<file path="src/rtl/write_buffer.sv">
`timescale 1ns/1ps
`default_nettype none
// ============================================================================
// write_buffer : posted write-back FIFO between data cache and memory write port
// Optional WBUF_COALESCE_EN: same-line evictions merge into a buffered entry.
// Revision: 1.0
// ============================================================================
module write_buffer #(
    parameter int DEPTH       = 4,
    parameter int PTR_BITS    = 2,
    parameter int ADDR_BITS   = 32,
    parameter int DATA_BITS   = 128,
    parameter int OFFSET_BITS = 4
) (
    input  logic                 clk,
    input  logic                 rst,
    input  logic                 enqE,
    input  logic [ADDR_BITS-1:0] enqAddr,
    input  logic [DATA_BITS-1:0] enqData,
    output logic                 enqReady,
    input  logic [ADDR_BITS-1:0] lkAddr,
    output logic                 lkHit,
    output logic [DATA_BITS-1:0] lkData,
    output logic [ADDR_BITS-1:0] wAddr,
    output logic                 wE,
    output logic [DATA_BITS-1:0] wData,
    input  logic                 wDone,
    output logic                 empty,
    output logic [PTR_BITS:0]    count
);

    localparam logic [PTR_BITS:0] FULL_COUNT = (PTR_BITS+1)'(DEPTH);

    typedef enum logic [1:0] {
        ST_IDLE   = 2'd0,
        ST_WRITE  = 2'd1,
        ST_RETIRE = 2'd2
    } state_t;

    state_t                state;
    state_t                state_nxt;

    logic [ADDR_BITS-1:0]  ent_addr [DEPTH];
    logic [DATA_BITS-1:0]  ent_data [DEPTH];
    logic [DEPTH-1:0]      ent_valid;
    logic [PTR_BITS-1:0]   head;
    logic [PTR_BITS-1:0]   tail;
    logic [PTR_BITS:0]     cnt;

    logic                  full;
    logic                  pop;
    logic                  latch;
    logic                  alloc;
    logic                  merge_cand;
    logic                  merge;
    logic [PTR_BITS-1:0]   merge_idx;
    logic [DATA_BITS-1:0]  head_data;
    logic [PTR_BITS-1:0]   lk_idx;
    logic                  unused_lk_offset;

    assign unused_lk_offset = ^lkAddr[OFFSET_BITS-1:0];

    // Walk entries oldest to youngest so the youngest match wins.
    always_comb begin
        lkHit  = 1'b0;
        lkData = '0;
        lk_idx = '0;
        for (int i = 0; i < DEPTH; i++) begin
            lk_idx = head + PTR_BITS'(i);
            if (ent_valid[lk_idx] &&
                ent_addr[lk_idx][ADDR_BITS-1:OFFSET_BITS] == lkAddr[ADDR_BITS-1:OFFSET_BITS]) begin
                lkHit  = 1'b1;
                lkData = ent_data[lk_idx];
            end
        end
    end

`ifdef WBUF_COALESCE_EN
    logic [PTR_BITS-1:0] mg_idx;

    // The head being written (or just latched in RETIRE) must not be modified.
    always_comb begin
        merge_cand = 1'b0;
        merge_idx  = '0;
        mg_idx     = '0;
        for (int i = 0; i < DEPTH; i++) begin
            mg_idx = head + PTR_BITS'(i);
            if (ent_valid[mg_idx] &&
                ent_addr[mg_idx][ADDR_BITS-1:OFFSET_BITS] == enqAddr[ADDR_BITS-1:OFFSET_BITS] &&
                !(i == 0 && state != ST_IDLE)) begin
                merge_cand = 1'b1;
                merge_idx  = mg_idx;
            end
        end
    end

    // A merge into the head on the IDLE latch edge forwards the new data.
    assign head_data = (merge && merge_idx == head) ? enqData : ent_data[head];
`else
    assign merge_cand = 1'b0;
    assign merge_idx  = '0;
    assign head_data  = ent_data[head];
`endif

    assign full     = (cnt == FULL_COUNT);
    assign enqReady = !full || merge_cand;
    assign merge    = enqE && enqReady && merge_cand;
    assign alloc    = enqE && enqReady && !merge_cand;
    assign empty    = (cnt == '0);
    assign count    = cnt;
    assign wE       = (state == ST_WRITE);

    always_ff @(posedge clk or negedge rst) begin
        if (!rst) begin
            ent_valid <= '0;
            head      <= '0;
            tail      <= '0;
            cnt       <= '0;
        end else begin
            if (pop) begin
                ent_valid[head] <= 1'b0;
                head            <= head + PTR_BITS'(1);
            end
            if (alloc) begin
                ent_valid[tail] <= 1'b1;
                tail            <= tail + PTR_BITS'(1);
            end
            cnt <= cnt + {{PTR_BITS{1'b0}}, alloc} - {{PTR_BITS{1'b0}}, pop};
        end
    end

    always_ff @(posedge clk) begin
        if (alloc) begin
            ent_addr[tail] <= enqAddr;
            ent_data[tail] <= enqData;
        end
        if (merge) begin
            ent_data[merge_idx] <= enqData;
        end
    end

    always_ff @(posedge clk or negedge rst) begin
        if (!rst) begin
            state <= ST_IDLE;
        end else begin
            state <= state_nxt;
        end
    end

    always_comb begin
        state_nxt = state;
        latch     = 1'b0;
        pop       = 1'b0;
        case (state)
            ST_IDLE: begin
                if (cnt != '0) begin
                    latch     = 1'b1;
                    state_nxt = ST_WRITE;
                end
            end
            ST_WRITE: begin
                if (wDone) begin
                    pop       = 1'b1;
                    state_nxt = ST_RETIRE;
                end
            end
            ST_RETIRE: begin
                // One low cycle on wE between lines restarts the memory's timer.
                if (cnt != '0) begin
                    latch     = 1'b1;
                    state_nxt = ST_WRITE;
                end else begin
                    state_nxt = ST_IDLE;
                end
            end
            default: state_nxt = ST_IDLE;
        endcase
    end

    always_ff @(posedge clk or negedge rst) begin
        if (!rst) begin
            wAddr <= '0;
            wData <= '0;
        end else if (latch) begin
            wAddr <= ent_addr[head];
            wData <= head_data;
        end
    end

endmodule
`default_nettype wire

</file>
<file path="config.mk">
export PLATFORM = sky130hd
export DESIGN_NAME = write_buffer
export DESIGN_NICKNAME = d
export VERILOG_FILES = /design/src/rtl/write_buffer.sv
export SDC_FILE = /design/constraint.sdc
export NUM_CORES = 2
export LEC_CHECK = 0
export ABC_AREA = 1
export CORE_ASPECT_RATIO = 1.25
export CORE_MARGIN = 2
export CORE_UTILIZATION = 55
export CTS_CLUSTER_SIZE = 40
export DETAILED_ROUTE_END_ITERATION = 12
export PLACE_DENSITY = 0.79
export SETUP_SLACK_MARGIN = 0.1
export SYNTH_ARGS = -nofsm -noshare
export SYNTH_HDL_FRONTEND = slang
export SYNTH_SLANG_ARGS = --single-unit
</file>
<file path="constraint.sdc">
create_clock -name clk -period 11.2 [get_ports clk]
set_input_delay 2.24 -clock clk [delete_from_list [all_inputs] [get_ports clk]]
set_output_delay 2.24 -clock clk [all_outputs]
set_load 0.05 [all_outputs]
</file>
==> out/qor.csv <==
stage,metric,value,unit
run_status,status,finished clean,
clock_tree,cts_buffers,84,
flow_run,cap_violations,0,
worst_hold_path,hold_path.class,flip-flop to flip-flop,
drt,vias,43665,
sta,worst_pin_slew,1.23,ns
place,dpl.hpwl,84.9,mm
global_route,grt_pass1_vias,39948,
synth,synth_fp_nets,6567,
floorplan,start_util,0.555,
drt,wl_per_cell,18.2,µm
worst_setup_path,worst_ep_arrival_time,7.07,ns
place,dp_cells,7564,
drt,wl,141,mm
sta,finalCritPeriodShare,0.831,
place,postPlaceCellArea,52400,µm²
sta,setup_viol,0,
final_layout,area_growth,16.5,%
synth,ys_ff_latch,813,
worst_setup_path,startpoint_type,flip-flop,
clock_tree,htree_levels,3,
final_layout,finish.instance_area,55300,µm²
synth,synth_compound_area_frac,0.139,
sta,finClkSkew,0.0182,ns
sta,fmax,107,MHz
final_layout,final_core_util,0.646,
synth,netlist_area,47500,µm²
floorplan,die_w,267,µm
power,vdd_drop_max,345,µV
place,gp_congestion,0.930,
sta,rsz0062_at_grt,false,
floorplan,io_pins,491,
synth,yosysSeqAreaShare,0.496,
synth,yosys_warnings,0,
worst_setup_path,cp.required,8.96,ns
place,dpl_worst_slack,2.74,ns
clock_tree,clockBufferDepth,3,
synth,synthDistinctLibCells,29,
global_route,grt_overflow,0,
sta,setup_ws,1.89,ns
final_layout,fillers,7027,
global_route,grtUsageTotal,0.314,
synth,synth_mux_area_frac,0,
clock_tree,cts.sinks,813,
global_route,grt_pass1_wl,217,mm
final_layout,most-common-layout-cells,"2,492 x nand2_1, 955 x o21ai_0, 700 x inv_1",
power,finalPower,15.6,mW
final_layout,nNetsFinal,6759,
final_layout,final_cells,7739,
floorplan,rows,120,
synth,synth_xor_area_frac,0.00350,
drt,vias_per_cell,5.64,
global_route,antenna_found_initial,28,
sta,slew_viol_final,0,
power,p_leak,24.9,nW
floorplan,core_area,85600,µm²
floorplan,die_area,88700,µm²
place,io_buffers,486,
clock_tree,hold_buffers,0,
synth,syn_area_per_cell,7.47,µm²
synth,synth-adder-area-share,0.00306,
final_layout,layout_commonest_cell,nand2_1,
sta,tns,0,ns
drt,dr.pass1.iters,6,
clock_tree,cts_tree,built,
drt,drtIter0Drc,4355,
synth,synth-simple-area-share,0.263,
worst_setup_path,end_kind,output pin,
sta,finalHoldViolCount,0,
clock_tree,cts.clk_slew.worst_paths,0.06,ns
drt,drcViolationCount,0,
worst_setup_path,crit_type,flip-flop to output pin,
worst_setup_path,crit_path_max_fanout,117,
final_layout,multi_input_area,19500,µm²
clock_tree,cts.repair.resized,0,
global_route,grt_max_degree,287,
power,p_per_area,282,nW/µm²
clock_tree,postCtsSetupBuffers,0,
sta,max_slew_margin,0.182,
synth,synth_top_family_by_area,simple AND/OR/NAND/NOR gates,
final_layout,drive_above_1_share,0.0297,
synth,synthCells,6360,
drt,ant_nets,0,
final_layout,regArea,23600,µm²
clock_tree,insertion_delay,0.66,ns
clock_tree,cts_root_buffer,clkbuf_16,
floorplan,die_y,333,µm
sta,period_minus_slack,9.31,ns
sta,holdWs,0.444,ns
[critical path: stages (launching register included)]
cell             delay, ns
dfrtp_4               0.95
inv_4                 0.32
ha_4                  0.81
buf_4                 0.81
buf_4                 0.95
buf_4                 0.75
nand2_1               0.11
o21ai_0               0.10
nand3_1               0.09
nand2_1               0.11
inv_1                 0.05
nand2_1               0.05
nand2_1               0.05
nand2_1               0.15
clkdlybuf4s50_1       0.84
[flip-flops by register name, indices dropped and copies added, names as in the netlist]
register,cells
count,3
ent_addr,128
ent_data,512
ent_valid,4
head,2
state,2
tail,2
wAddr,32
wData,128
[worst paths after layout]
path                                from                to  slack (ns)  depth (start not counted)
worst max-delay path             head[0]        lkData[90]        1.89                         14
min in group asynchronous            rst        wData[124]        1.62                          1
worst min-delay path            state[1]          state[0]        0.44                          1
worst max register to register  count[1]  ent_data[3][107]        7.32                          6
max in group asynchronous            rst         wData[68]        8.13                          2
worst min register to register  state[1]          state[0]        0.44                          1
[Yosys cell counts, drive strengths merged]
master / instances / area share
o31ai: 1 / 0.00016
edfxtp: 640 / 0.40
o211ai: 132 / 0.021
xor2: 17 / 0.0031
dfrtp: 173 / 0.091
or2: 1 / 0.00013
xnor2: 2 / 0.00037
nand2: 2494 / 0.20
a21oi: 137 / 0.014
nor3: 4 / 0.00042
nand4: 2 / 0.00026
nand3b: 4 / 0.00063
o221ai: 1 / 0.00018
o21ai: 975 / 0.10
fa: 1 / 0.00042
nor2: 93 / 0.0075
a31oi: 4 / 0.00053
nand3: 536 / 0.056
inv: 704 / 0.056
ha: 10 / 0.0026
buf: 251 / 0.026
clkbuf: 178 / 0.014
[per-layer routing]
metal / share of wire / vias up / global-route usage
met5: 0.00085 / - / 0
met4: 0.044 / 20 / 0.152
met3: 0.11 / 411 / 0.0731
met2: 0.47 / 2133 / 0.523
met1: 0.37 / 19980 / 0.383
li1: - / 21121 / -
[area by class of cell]
cell class                      count  area share
Clock buffer                      116      0.0429
Inverter                          704      0.0480
Antenna cell                       19    0.000859
Timing Repair Buffer              535      0.0974
Sequential cell                   813       0.426
Tap cell                         1098      0.0248
Multi-Input combinational cell   4414       0.352
Clock inverter                     40     0.00823
[power breakdown]
part | switching [mW] | internal [mW] | total (mW)
clock network | 1.20 | 1.69 | 2.89
registers | 0.367 | 4.10 | 4.46
logic | 6.01 | 2.23 | 8.24
total | 7.58 | 8.02 | 15.6
[cells by family (layout without fill, tap and decap cells)]
family	count (synthesis)	count (layout)
compound gates	1250	1250
xor+xnor	19	19
fa+ha+maj	11	11
buf+inv	1133	1395
flops	813	813
other cells	0	19
simple gates	3134	3134
Note: power is estimated with default switching activity, not from simulation.
